[src/rtl/alu_iter_exec_pkg.sv]
// Shared types for the ALU execute stage: function codes from decode_alu and the
// execute FSM state encoding.
package alu_iter_exec_pkg;

  localparam int DEFAULT_XLEN = 32;

  typedef enum logic [3:0] {
    ALU_FUNC_ADD,
    ALU_FUNC_SUB,
    ALU_FUNC_SLT,
    ALU_FUNC_SLTU,
    ALU_FUNC_XOR,
    ALU_FUNC_AND,
    ALU_FUNC_SRL,
    ALU_FUNC_SRA,
    ALU_FUNC_SEQ,
    ALU_FUNC_UNKNOWN
  } alu_func_t;

  typedef enum logic [1:0] {
    EXEC_IDLE,
    EXEC_SHIFT,
    EXEC_DONE
  } exec_state_t;

  function automatic logic is_shift_func(input alu_func_t func);
    return (func == ALU_FUNC_SRL) || (func == ALU_FUNC_SRA);
  endfunction

endpackage

[src/rtl/alu_iter_exec_if.sv]
// Operation/result handshake bundle between the pipeline controller (master) and
// the ALU execute stage (slave).
interface alu_iter_exec_if
  import alu_iter_exec_pkg::*;
#(
  parameter int XLEN = DEFAULT_XLEN
);
  // Both sides use strict valid/ready: a transfer happens on a rising clk edge where
  // valid && ready; the sender keeps valid and its payload stable until that edge.
  logic            in_valid;
  logic            in_ready;
  alu_func_t       in_func;
  logic [XLEN-1:0] in_a;
  logic [XLEN-1:0] in_b;
  logic            out_valid;
  logic            out_ready;
  logic [XLEN-1:0] out_result;
  logic            out_err;

  modport master (
    output in_valid, in_func, in_a, in_b, out_ready,
    input  in_ready, out_valid, out_result, out_err
  );

  modport slave (
    input  in_valid, in_func, in_a, in_b, out_ready,
    output in_ready, out_valid, out_result, out_err
  );
endinterface

[src/rtl/alu_iter_exec_alu_comb.sv]
// Purely combinational single-cycle ALU ops. Shift functions are handled elsewhere
// and return zero here without flagging an error.
module alu_comb
  import alu_iter_exec_pkg::*;
#(
  parameter int XLEN = DEFAULT_XLEN
) (
  input  alu_func_t       func,
  input  logic [XLEN-1:0] a,
  input  logic [XLEN-1:0] b,
  output logic [XLEN-1:0] result,
  output logic            err
);

  always_comb begin
    result = '0;
    err    = 1'b0;
    unique case (func)
      ALU_FUNC_ADD:  result = a + b;
      ALU_FUNC_SUB:  result = a - b;
      ALU_FUNC_SLT:  result = {{(XLEN-1){1'b0}}, ($signed(a) < $signed(b))};
      ALU_FUNC_SLTU: result = {{(XLEN-1){1'b0}}, (a < b)};
      ALU_FUNC_XOR:  result = a ^ b;
      ALU_FUNC_AND:  result = a & b;
      ALU_FUNC_SEQ:  result = {{(XLEN-1){1'b0}}, (a == b)};
      ALU_FUNC_SRL,
      ALU_FUNC_SRA:  result = '0;
      default:       err    = 1'b1;
    endcase
  end

endmodule

[src/rtl/alu_iter_exec.sv]
// ALU execute stage: single-cycle ops via alu_comb, SRL/SRA via a 1-bit-per-cycle
// iterative shifter. Results are registered and held until the consumer takes them.
module alu_iter_exec
  import alu_iter_exec_pkg::*;
#(
  parameter int XLEN    = DEFAULT_XLEN,
  parameter int SHAMT_W = $clog2(XLEN)
) (
  input  logic                 clk,
  input  logic                 rst_n,
  alu_iter_exec_if.slave       io,
  output logic                 busy,
  output exec_state_t          state_dbg
);

  exec_state_t        state_q, state_d;
  logic [XLEN-1:0]    acc_q;
  logic [SHAMT_W-1:0] cnt_q;
  logic               arith_q;
  logic [XLEN-1:0]    result_q;
  logic               err_q;

  logic [XLEN-1:0]    comb_result;
  logic               comb_err;
  logic [XLEN-1:0]    acc_shifted;
  logic [SHAMT_W-1:0] in_shamt;
  logic               in_is_shift;
  logic               accept;

  alu_comb #(.XLEN(XLEN)) u_alu_comb (
    .func   (io.in_func),
    .a      (io.in_a),
    .b      (io.in_b),
    .result (comb_result),
    .err    (comb_err)
  );

  assign in_shamt    = io.in_b[SHAMT_W-1:0];
  assign in_is_shift = is_shift_func(io.in_func);
  assign accept      = io.in_valid && io.in_ready;
  assign acc_shifted = {(arith_q ? acc_q[XLEN-1] : 1'b0), acc_q[XLEN-1:1]};

  always_ff @(posedge clk or negedge rst_n) begin
    if (!rst_n) state_q <= EXEC_IDLE;
    else        state_q <= state_d;
  end

  // DONE behaves like IDLE when the result is consumed in the same cycle.
  always_comb begin
    state_d = state_q;
    unique case (state_q)
      EXEC_IDLE,
      EXEC_DONE: begin
        if (accept) begin
          if (in_is_shift && (in_shamt != '0)) state_d = EXEC_SHIFT;
          else                                 state_d = EXEC_DONE;
        end else if ((state_q == EXEC_DONE) && io.out_ready) begin
          state_d = EXEC_IDLE;
        end
      end
      EXEC_SHIFT: begin
        if (cnt_q == SHAMT_W'(1)) state_d = EXEC_DONE;
      end
      default: state_d = EXEC_IDLE;
    endcase
  end

  always_comb begin
    io.in_ready  = 1'b0;
    io.out_valid = 1'b0;
    busy         = 1'b1;
    unique case (state_q)
      EXEC_IDLE: begin
        io.in_ready = 1'b1;
        busy        = 1'b0;
      end
      EXEC_SHIFT: ;
      EXEC_DONE: begin
        io.out_valid = 1'b1;
        io.in_ready  = io.out_ready;
      end
      default: ;
    endcase
  end

  // A shift with shamt 0 completes immediately with the unshifted operand.
  always_ff @(posedge clk or negedge rst_n) begin
    if (!rst_n) begin
      acc_q    <= '0;
      cnt_q    <= '0;
      arith_q  <= 1'b0;
      result_q <= '0;
      err_q    <= 1'b0;
    end else if (accept) begin
      if (in_is_shift) begin
        acc_q    <= io.in_a;
        cnt_q    <= in_shamt;
        arith_q  <= (io.in_func == ALU_FUNC_SRA);
        result_q <= io.in_a;
        err_q    <= 1'b0;
      end else begin
        result_q <= comb_result;
        err_q    <= comb_err;
      end
    end else if (state_q == EXEC_SHIFT) begin
      acc_q <= acc_shifted;
      cnt_q <= cnt_q - SHAMT_W'(1);
      if (cnt_q == SHAMT_W'(1)) result_q <= acc_shifted;
    end
  end

  assign io.out_result = result_q;
  assign io.out_err    = err_q;
  assign state_dbg     = state_q;

endmodule

[src/flat_wrapper.sv]
// flat-port wrapper written by rule: the top's interface ports become plain ports
module alu_iter_exec_flat import alu_iter_exec_pkg::*;
#(
  parameter int XLEN    = DEFAULT_XLEN,
  parameter int SHAMT_W = $clog2(XLEN)
)
  (clk, rst_n, busy, state_dbg, io_in_valid, io_in_func, io_in_a, io_in_b, io_out_ready, io_in_ready, io_out_valid, io_out_result, io_out_err);
  alu_iter_exec_if #(.XLEN(XLEN)) io_i ();
  input  logic clk;
  input  logic rst_n;
  output logic busy;
  output exec_state_t state_dbg;
  input wire logic [$bits(io_i.in_valid)-1:0] io_in_valid;
  input wire logic [$bits(io_i.in_func)-1:0] io_in_func;
  input wire logic [$bits(io_i.in_a)-1:0] io_in_a;
  input wire logic [$bits(io_i.in_b)-1:0] io_in_b;
  input wire logic [$bits(io_i.out_ready)-1:0] io_out_ready;
  output wire logic [$bits(io_i.in_ready)-1:0] io_in_ready;
  output wire logic [$bits(io_i.out_valid)-1:0] io_out_valid;
  output wire logic [$bits(io_i.out_result)-1:0] io_out_result;
  output wire logic [$bits(io_i.out_err)-1:0] io_out_err;
  assign io_i.in_valid = io_in_valid;
  assign io_i.in_func = io_in_func;
  assign io_i.in_a = io_in_a;
  assign io_i.in_b = io_in_b;
  assign io_i.out_ready = io_out_ready;
  assign io_in_ready = io_i.in_ready;
  assign io_out_valid = io_i.out_valid;
  assign io_out_result = io_i.out_result;
  assign io_out_err = io_i.out_err;
  alu_iter_exec #(.XLEN(XLEN), .SHAMT_W(SHAMT_W)) u_core (.clk(clk), .rst_n(rst_n), .io(io_i), .busy(busy), .state_dbg(state_dbg));
endmodule
[config.mk]
export PLATFORM = sky130hd
export DESIGN_NAME = alu_iter_exec_flat
export DESIGN_NICKNAME = d
export VERILOG_FILES = /design/src/rtl/alu_iter_exec_pkg.sv /design/src/rtl/alu_iter_exec_if.sv /design/src/rtl/alu_iter_exec_alu_comb.sv /design/src/rtl/alu_iter_exec.sv /design/src/flat_wrapper.sv
export SDC_FILE = /design/constraint.sdc
export NUM_CORES = 1
export LEC_CHECK = 0
export ABC_AREA = 1
export CORE_MARGIN = 5
export CORE_UTILIZATION = 50
export CTS_CLUSTER_SIZE = 25
export DETAILED_ROUTE_END_ITERATION = 6
export DONT_BUFFER_PORTS = 1
export PLACE_DENSITY = 0.61
export SKIP_LAST_GASP = 1
export SYNTH_ARGS = -nofsm -noshare
export SYNTH_HDL_FRONTEND = slang
export SYNTH_SLANG_ARGS = --single-unit
[constraint.sdc]
create_clock -name clk -period 2.1 [get_ports clk]
set_input_delay 0.21 -clock clk [delete_from_list [all_inputs] [get_ports clk]]
set_output_delay 0.21 -clock clk [all_outputs]
set_load 0.005 [all_outputs]
======== Word level (Yosys, flattened, before mapping) ========
Cells that the tools add are included.
operators by class
  magnitude comparators ................... 2
  equal/unequal tests ..................... 15
  shift-type cells ........................ 0
  mux-type cells .......................... 22
  div/mod/pow operators ................... 0
  bitwise logic cells ..................... 2
  add/subtract/negate cells ............... 3
  $mul .................................... 0
  reduce and logical (&&, ||, !) cells .... 15
operator list
  operator                                                                 count
  32-bit two-way mux                                                       7
  32-bit one-hot mux with 7 select lines                                   1
  32-bit < comparator                                                      2
  32-bit adder                                                             1
  32-bit AND                                                               1
  32-bit equality test                                                     1
  32-bit subtractor                                                        1
  32-bit XOR                                                               1
  4-bit by 3-bit equality test with 1-bit output, second input constant    4
  5-bit two-way mux                                                        3
  9-bit OR reduction                                                       1
  4-bit by 2-bit equality test with 1-bit output, second input constant    2
  2-bit two-way mux                                                        4
  2-bit AND reduction                                                      4
  5-bit by 1-bit equality test with 1-bit output, second input constant    1
  1-bit two-way mux                                                        5
  5-bit nonzero test                                                       1
  5-bit by 1-bit subtractor with 5-bit output, second input constant       1
  4-bit by 1-bit equality test with 1-bit output, second input constant    1
  4-bit equality test, second input constant                               1
  4-bit zero test                                                          1
  2-bit by 1-bit inequality test with 1-bit output, second input constant  2
  2-bit one-hot mux with 2 select lines                                    1
  2-bit nonzero test                                                       2
  8 further kinds                                                          10
storage, ports and cells
  bits in writable memories ............... 0
  latch bits .............................. 0
  register bits ........................... 73
  output and inout port bits .............. 38
  memories ................................ 0
  bits in read-only memories .............. 0
  input bits .............................. 72
  word-level logic and storage cells ...... 65

======== Logic depth before layout (Yosys ltp) ========
  word-level depth ........................ 6
  mapped depth ............................ 18
  depth with buffers taken out ............ 17

======== Hierarchy ========
A second synthesis with hierarchy kept.
unflattened totals
  cell total of the unflattened synthesis .. 1862
  area, all modules ....................... 10038.4 um^2
modules (own cells, without submodules)
  module         times used  cells an instance  sequential area each (um^2)  area an instance (um^2)
  alu_comb       1           1217               0.0                          5770.5
  alu_iter_exec  1           645                1801.7                       4267.8

======== Least setup slack after synthesis ========
OpenSTA, ideal clock, no wires.
  kind .................................... input-to-reg
  start ................................... in io_in_a[0]
  end ..................................... reg u_core.result_q[16], in the netlist u_core.io.out_result[16]
  required time ........................... 1.980 ns
  stages .................................. 13
  library setup time ...................... 0.120 ns
  path buffers ............................ 0
  path slack .............................. 0.205 ns
  data arrival time ....................... 1.775 ns
  path through ............................ inv_1 ha_1 inv_1 fa_1 a21oi_1 nor2_1 nor2_1 o21ai_2 or2_0 nand3_1 nand2_1 o21ai_1 nand2_1
on the way
  word-level cells in the longest chain between the ends .. 4
  elaborated cells between the ends (all ways) .. 5
  classes of those cells .................. add/sub: 2; mux: 3
ends and longest elaborated chain
  item                                               RTL line                                                    source
  start: declaration                                 flat_wrapper.sv:15                                          input wire logic [$bits(io_i.in_a)-1:0] io_in_a;
  32-bit subtractor or 32-bit adder (tied branches)  alu_iter_exec_alu_comb.sv:20, alu_iter_exec_alu_comb.sv:19
  32-bit one-hot mux with 7 select lines (*)         alu_iter_exec_alu_comb.sv:18                                unique case (func)
  32-bit two-way mux (*)                             alu_iter_exec.sv:95                                         if (in_is_shift) begin
  32-bit two-way mux (*)                             alu_iter_exec.sv:94                                         end else if (accept) begin
  end signal: assignment                             alu_iter_exec.sv:99                                         result_q <= io.in_a;
  end signal: assignment                             alu_iter_exec.sv:102                                        result_q <= comb_result;
  end signal: assignment                             alu_iter_exec.sv:108                                        if (cnt_q == SHAMT_W'(1)) result_q <= acc_shifted;
  end: declaration                                   alu_iter_exec.sv:20                                         logic [XLEN-1:0] result_q;
Every way passes the cells marked *; elsewhere a longest branch is shown, timed or not.
A chain may end at the register's enable or synchronous reset.

======== Final worst setup path ========
  start ................................... reg u_core.state_q[1], in the netlist u_core.state_dbg[1]
  end ..................................... reg u_core.result_q[19], in the netlist u_core.io.out_result[19]
on the way
  word-level cells in the longest chain between the ends .. 5
  elaborated cells between the ends (all ways) .. 9
  classes of those cells .................. eq/ne: 2; mux: 2; reduce/logical: 5
ends and longest elaborated chain
  item                                                    RTL line             source
  start: declaration                                      alu_iter_exec.sv:16  exec_state_t state_q, state_d;
  start signal: assignment                                alu_iter_exec.sv:45  else state_q <= state_d;
  2-bit equality test or 2-bit zero test (tied branches)  alu_iter_exec.sv:72  unique case (state_q)
  1-bit one-hot mux with 2 select lines                   alu_iter_exec.sv:72
  1-bit logical AND                                       alu_iter_exec.sv:40  assign accept = io.in_valid && io.in_ready;
  2-bit nonzero test (no line)                            -
  2-bit AND reduction (no line)                           -
Parallel ways exist; a longest one is shown, timed or not.

==> flow_metrics.py <==
metrics = {
    "run_status": {
        "status": "finished clean",
    },
    "sta": {
        "skew_ps": 14.85,
        "max_freq_ghz": 0.5198,
        "tightest_slew_ps": 623.9,
        "fin_crit_ps": 1924,
        "slew_headroom_pct": 58.35,
        "fin_hold_ws_ps": 8.486,
        "hold_viol_final": 0,
        "drv_slew": 0,
        "fin_tns_setup_ps": 0,
        "setup_viol": 0,
        "min_period_over_period_pct": 91.62,
    },
    "logic_synthesis": {
        "synth_cells": 1555,
        "syn_avg_cell_area_um2": 5.887,
        "synth_ff_type": "dfrtp_1",
        "synth_top_cell_by_area": "dfrtp_1",
        "ys_seq_area_share_pct": 19.68,
        "synth_nets": 1695,
        "synth.top_cells.by_area": "dfrtp_1 (20%), nand2_1 (19%), inv_1 (9.5%), ha_1 (9.0%), nand3_1 (7.5%)",
        "syn-cell-area_um2": 9155,
        "synthDistinctLibCells": 49,
        "synth_top_cell_area_share_pct": 19.68,
        "synth_seq_cells": 72,
        "synth_edf_count": 0,
        "ys_warn_count": 0,
        "async_flop_share_pct": 100.0,
    },
    "grt": {
        "first_global_vias": 9931,
        "grt_first_pass_wirelength_mm": 53.41,
        "antenna_found_initial": 0,
        "globalRouteTotalUtil_pct": 31.28,
        "grt_overflow": 0,
        "grt_max_degree": 73,
    },
    "run": {
        "cap_violations": 0,
    },
    "floorplan": {
        "chipWidth_um": 145.3,
        "pin_count": 110,
        "rows": 49,
        "start_util_pct": 50.79,
        "die_h_um": 145.3,
        "dieArea_um2": 21120,
        "design.core.area_um2": 18020,
    },
    "placed_design": {
        "gp_congestion": 1.032,
        "dp_hpwl_mm": 27.45,
        "port_buffers": 0,
    },
    "cells_and_area": {
        "nNetsFinal": 1784,
        "final_cell_mix": "nand2_1 (463), inv_1 (231), nor2_1 (168)",
        "multi_input_comb_area_um2": 6098,
        "seq_area_um2": 1803,
        "area_growth_pct": 15.32,
        "mostFrequentLayoutCell": "nand2_1",
        "layout-drive-gt1-share_pct": 12.67,
        "antenna_cells": 0,
        "fillers": 1870,
    },
    "worst_setup_path": {
        "crit_end": "u_core.io.out_result[19]$_DFFE_PN0P_",
        "worstSetupPathType": "reg2reg",
        "reg2reg_to": "u_core.io.out_result[19]$_DFFE_PN0P_",
        "cpPeakStageDelay_ps": 400,
        "cp.arrival_ps": 2160,
        "cp.required_ps": 2340,
        "r2r_slack_ps": 180,
        "endpoint_kind": "register",
        "r2r_cells": 11,
        "cp.depth": 11,
        "crit_family": "simple AND/OR/NAND/NOR gates",
        "r2r_start": "u_core.state_dbg[1]$_DFFE_PN0P_",
        "startpoint": "u_core.state_dbg[1]$_DFFE_PN0P_",
        "path_buf_inv": 3,
        "cp_cell_sequence": "inv_1 -> nor2_2 -> nor2_4 -> nand2_8 -> buf_12 -> nor2_4 -> buf_4 -> nand2_1 -> nand3_1 -> o21ai_1 -> nand2_1",
        "slowest_stage": "dfrtp_1",
        "cp_max_fo": 32,
        "startpoint_type": "register",
    },
    "drt": {
        "drc": 0,
        "wire_per_inst_um": 18.11,
        "viasPerCell": 5.518,
        "wirelength_mm": 34.01,
        "dr.pass1.iters": 6,
        "drtIter0Drc": 766,
        "vias": 10360,
        "ant_nets": 0,
    },
    "clock_network": {
        "clkLatencyLatePin_ps": 350,
        "cts.clk_slew.worst_paths_ps": 70,
        "numCtsBuffers": 9,
        "htreeDepth": 3,
        "cts_tree": "built",
        "cts-root-buf": "clkbuf_16",
        "postCtsSetupBuffers": 0,
        "cts_sinks": 72,
        "clockBufferDepth": 2,
    },
    "worst_hold_path": {
        "hp-class": "in2reg",
    },
    "power_and_ir_drop": {
        "ir_drop_uv": 869.1,
        "powerDensity_nw_per_um2": 760.4,
        "leakagePower_nw": 5.496,
    },
}
[sequential cells by signal, summed over array words and instances, names as in the netlist]
name	cells
u_core.io.out_err	1
u_core.state_dbg	2
u_core.acc_q	31
u_core.arith_q	1
u_core.io.out_result	32
u_core.cnt_q	5
[final cells by class]
| class | instances | area share [%] |
|---|---|---|
| inverters | 241 | 8.568 |
| flip-flops and latches | 72 | 17.08 |
| well taps | 229 | 2.714 |
| multi-input cells | 1181 | 57.76 |
| clock buffers | 9 | 2.133 |
| clock inverters | 7 | 0.7822 |
| repair buffers | 139 | 10.96 |
[how the worst min path moves through the flow]
stage,startpoint,slack (ps),cells after the start,end
floorplan,rst_n,-90,0,u_core.acc_q[10]$_DFFE_PN0P_
global placement,rst_n,-80,0,u_core.acc_q[11]$_DFFE_PN0P_
detailed placement,rst_n,-80,0,u_core.acc_q[11]$_DFFE_PN0P_
CTS,io_in_a[29],2,2,u_core.acc_q[29]$_DFFE_PN0P_
global route,io_in_a[19],6,2,u_core.acc_q[19]$_DFFE_PN0P_
finish,io_in_a[19],8,2,u_core.acc_q[19]$_DFFE_PN0P_
[synth_stat cells (2+ instances only)]
cell type	count
nand2_1	464
inv_1	231
nor2_1	173
nand3_1	138
a21oi_1	77
o21ai_0	76
dfrtp_1	72
ha_1	66
a31oi_1	34
buf_2	29
o22ai_1	23
buf_4	18
nor3_1	16
o211a_1	16
nand4_1	14
o21bai_1	13
inv_2	10
a21oi_2	7
buf_6	7
clkbuf_1	7
nand3b_1	7
nor2_2	6
nand2_2	5
a22oi_1	4
nor2_4	4
and2_1	3
o21ai_1	3
xor2_1	3
fa_1	2
nand2_4	2
nand3_2	2
nor3_2	2
nor4_1	2
o211ai_1	2
o22ai_2	2
or2_0	2
[logic make-up (layout without fill, tap and decap cells)]
group                    after synthesis  after routing  share of synthesized area, %
adder cells (fa/ha/maj)               68             68                         9.457
buffers and inverters                302            396                         14.09
XOR/XNOR                               4              4                        0.3827
AND/OR/NAND/NOR                      843            843                         38.79
AO/OA/AOI/OAI                        266            266                         17.60
flip-flops                            72             72                         19.68
[report_power, final]
part / leakage, nW / switching [W] / internal (W)
combinational: 4.54 / 0.00233 / 0.00149
clock: 0.145 / 0.000716 / 0.000942
sequential: 0.812 / 0.000484 / 0.00207
total: 5.50 / 0.00353 / 0.00450
[metrics by stage]
step / total power (W) / setup slack [ps] / cells / cell area (um2) / utilization (%)
6_report: 0.008028 / 176.0 / 1878 / 10560 / 58.57
5_1_grt: 0.008682 / -10.73 / 1878 / 10560 / 58.57
4_1_cts: 0.008014 / 93.71 / 1878 / 10530 / 58.40
3_5_place_dp: 0.006284 / -173.8 / 1860 / 10180 / 56.48
3_3_place_gp: 0.006235 / -178.1 / 1860 / 10180 / 56.48
2_1_floorplan: 0.005010 / 204.5 / 1555 / 9155 / -
[metal layers]
| metal | global-route usage [%] | wire, um | up-vias | share of wire, % |
|---|---|---|---|---|
| met3 | 5.862 | 2531 | 76 | 7.4 |
| met5 | 0 | 0 | - | 0 |
| met2 | 52.10 | 15750 | 386 | 46 |
| met1 | 40.31 | 14360 | 4730 | 42 |
| met4 | 11.85 | 1378 | 0 | 4.1 |
| li1 | - | - | 5171 | - |
[what timing repair did]
action                                  CTS  global route
hold buffers                              2             0
endpoints found under the setup margin    1            18
endpoints found under the hold margin    72             0
resized for setup                         1            10
No activity file was read; power rests on OpenSTA's default activity.
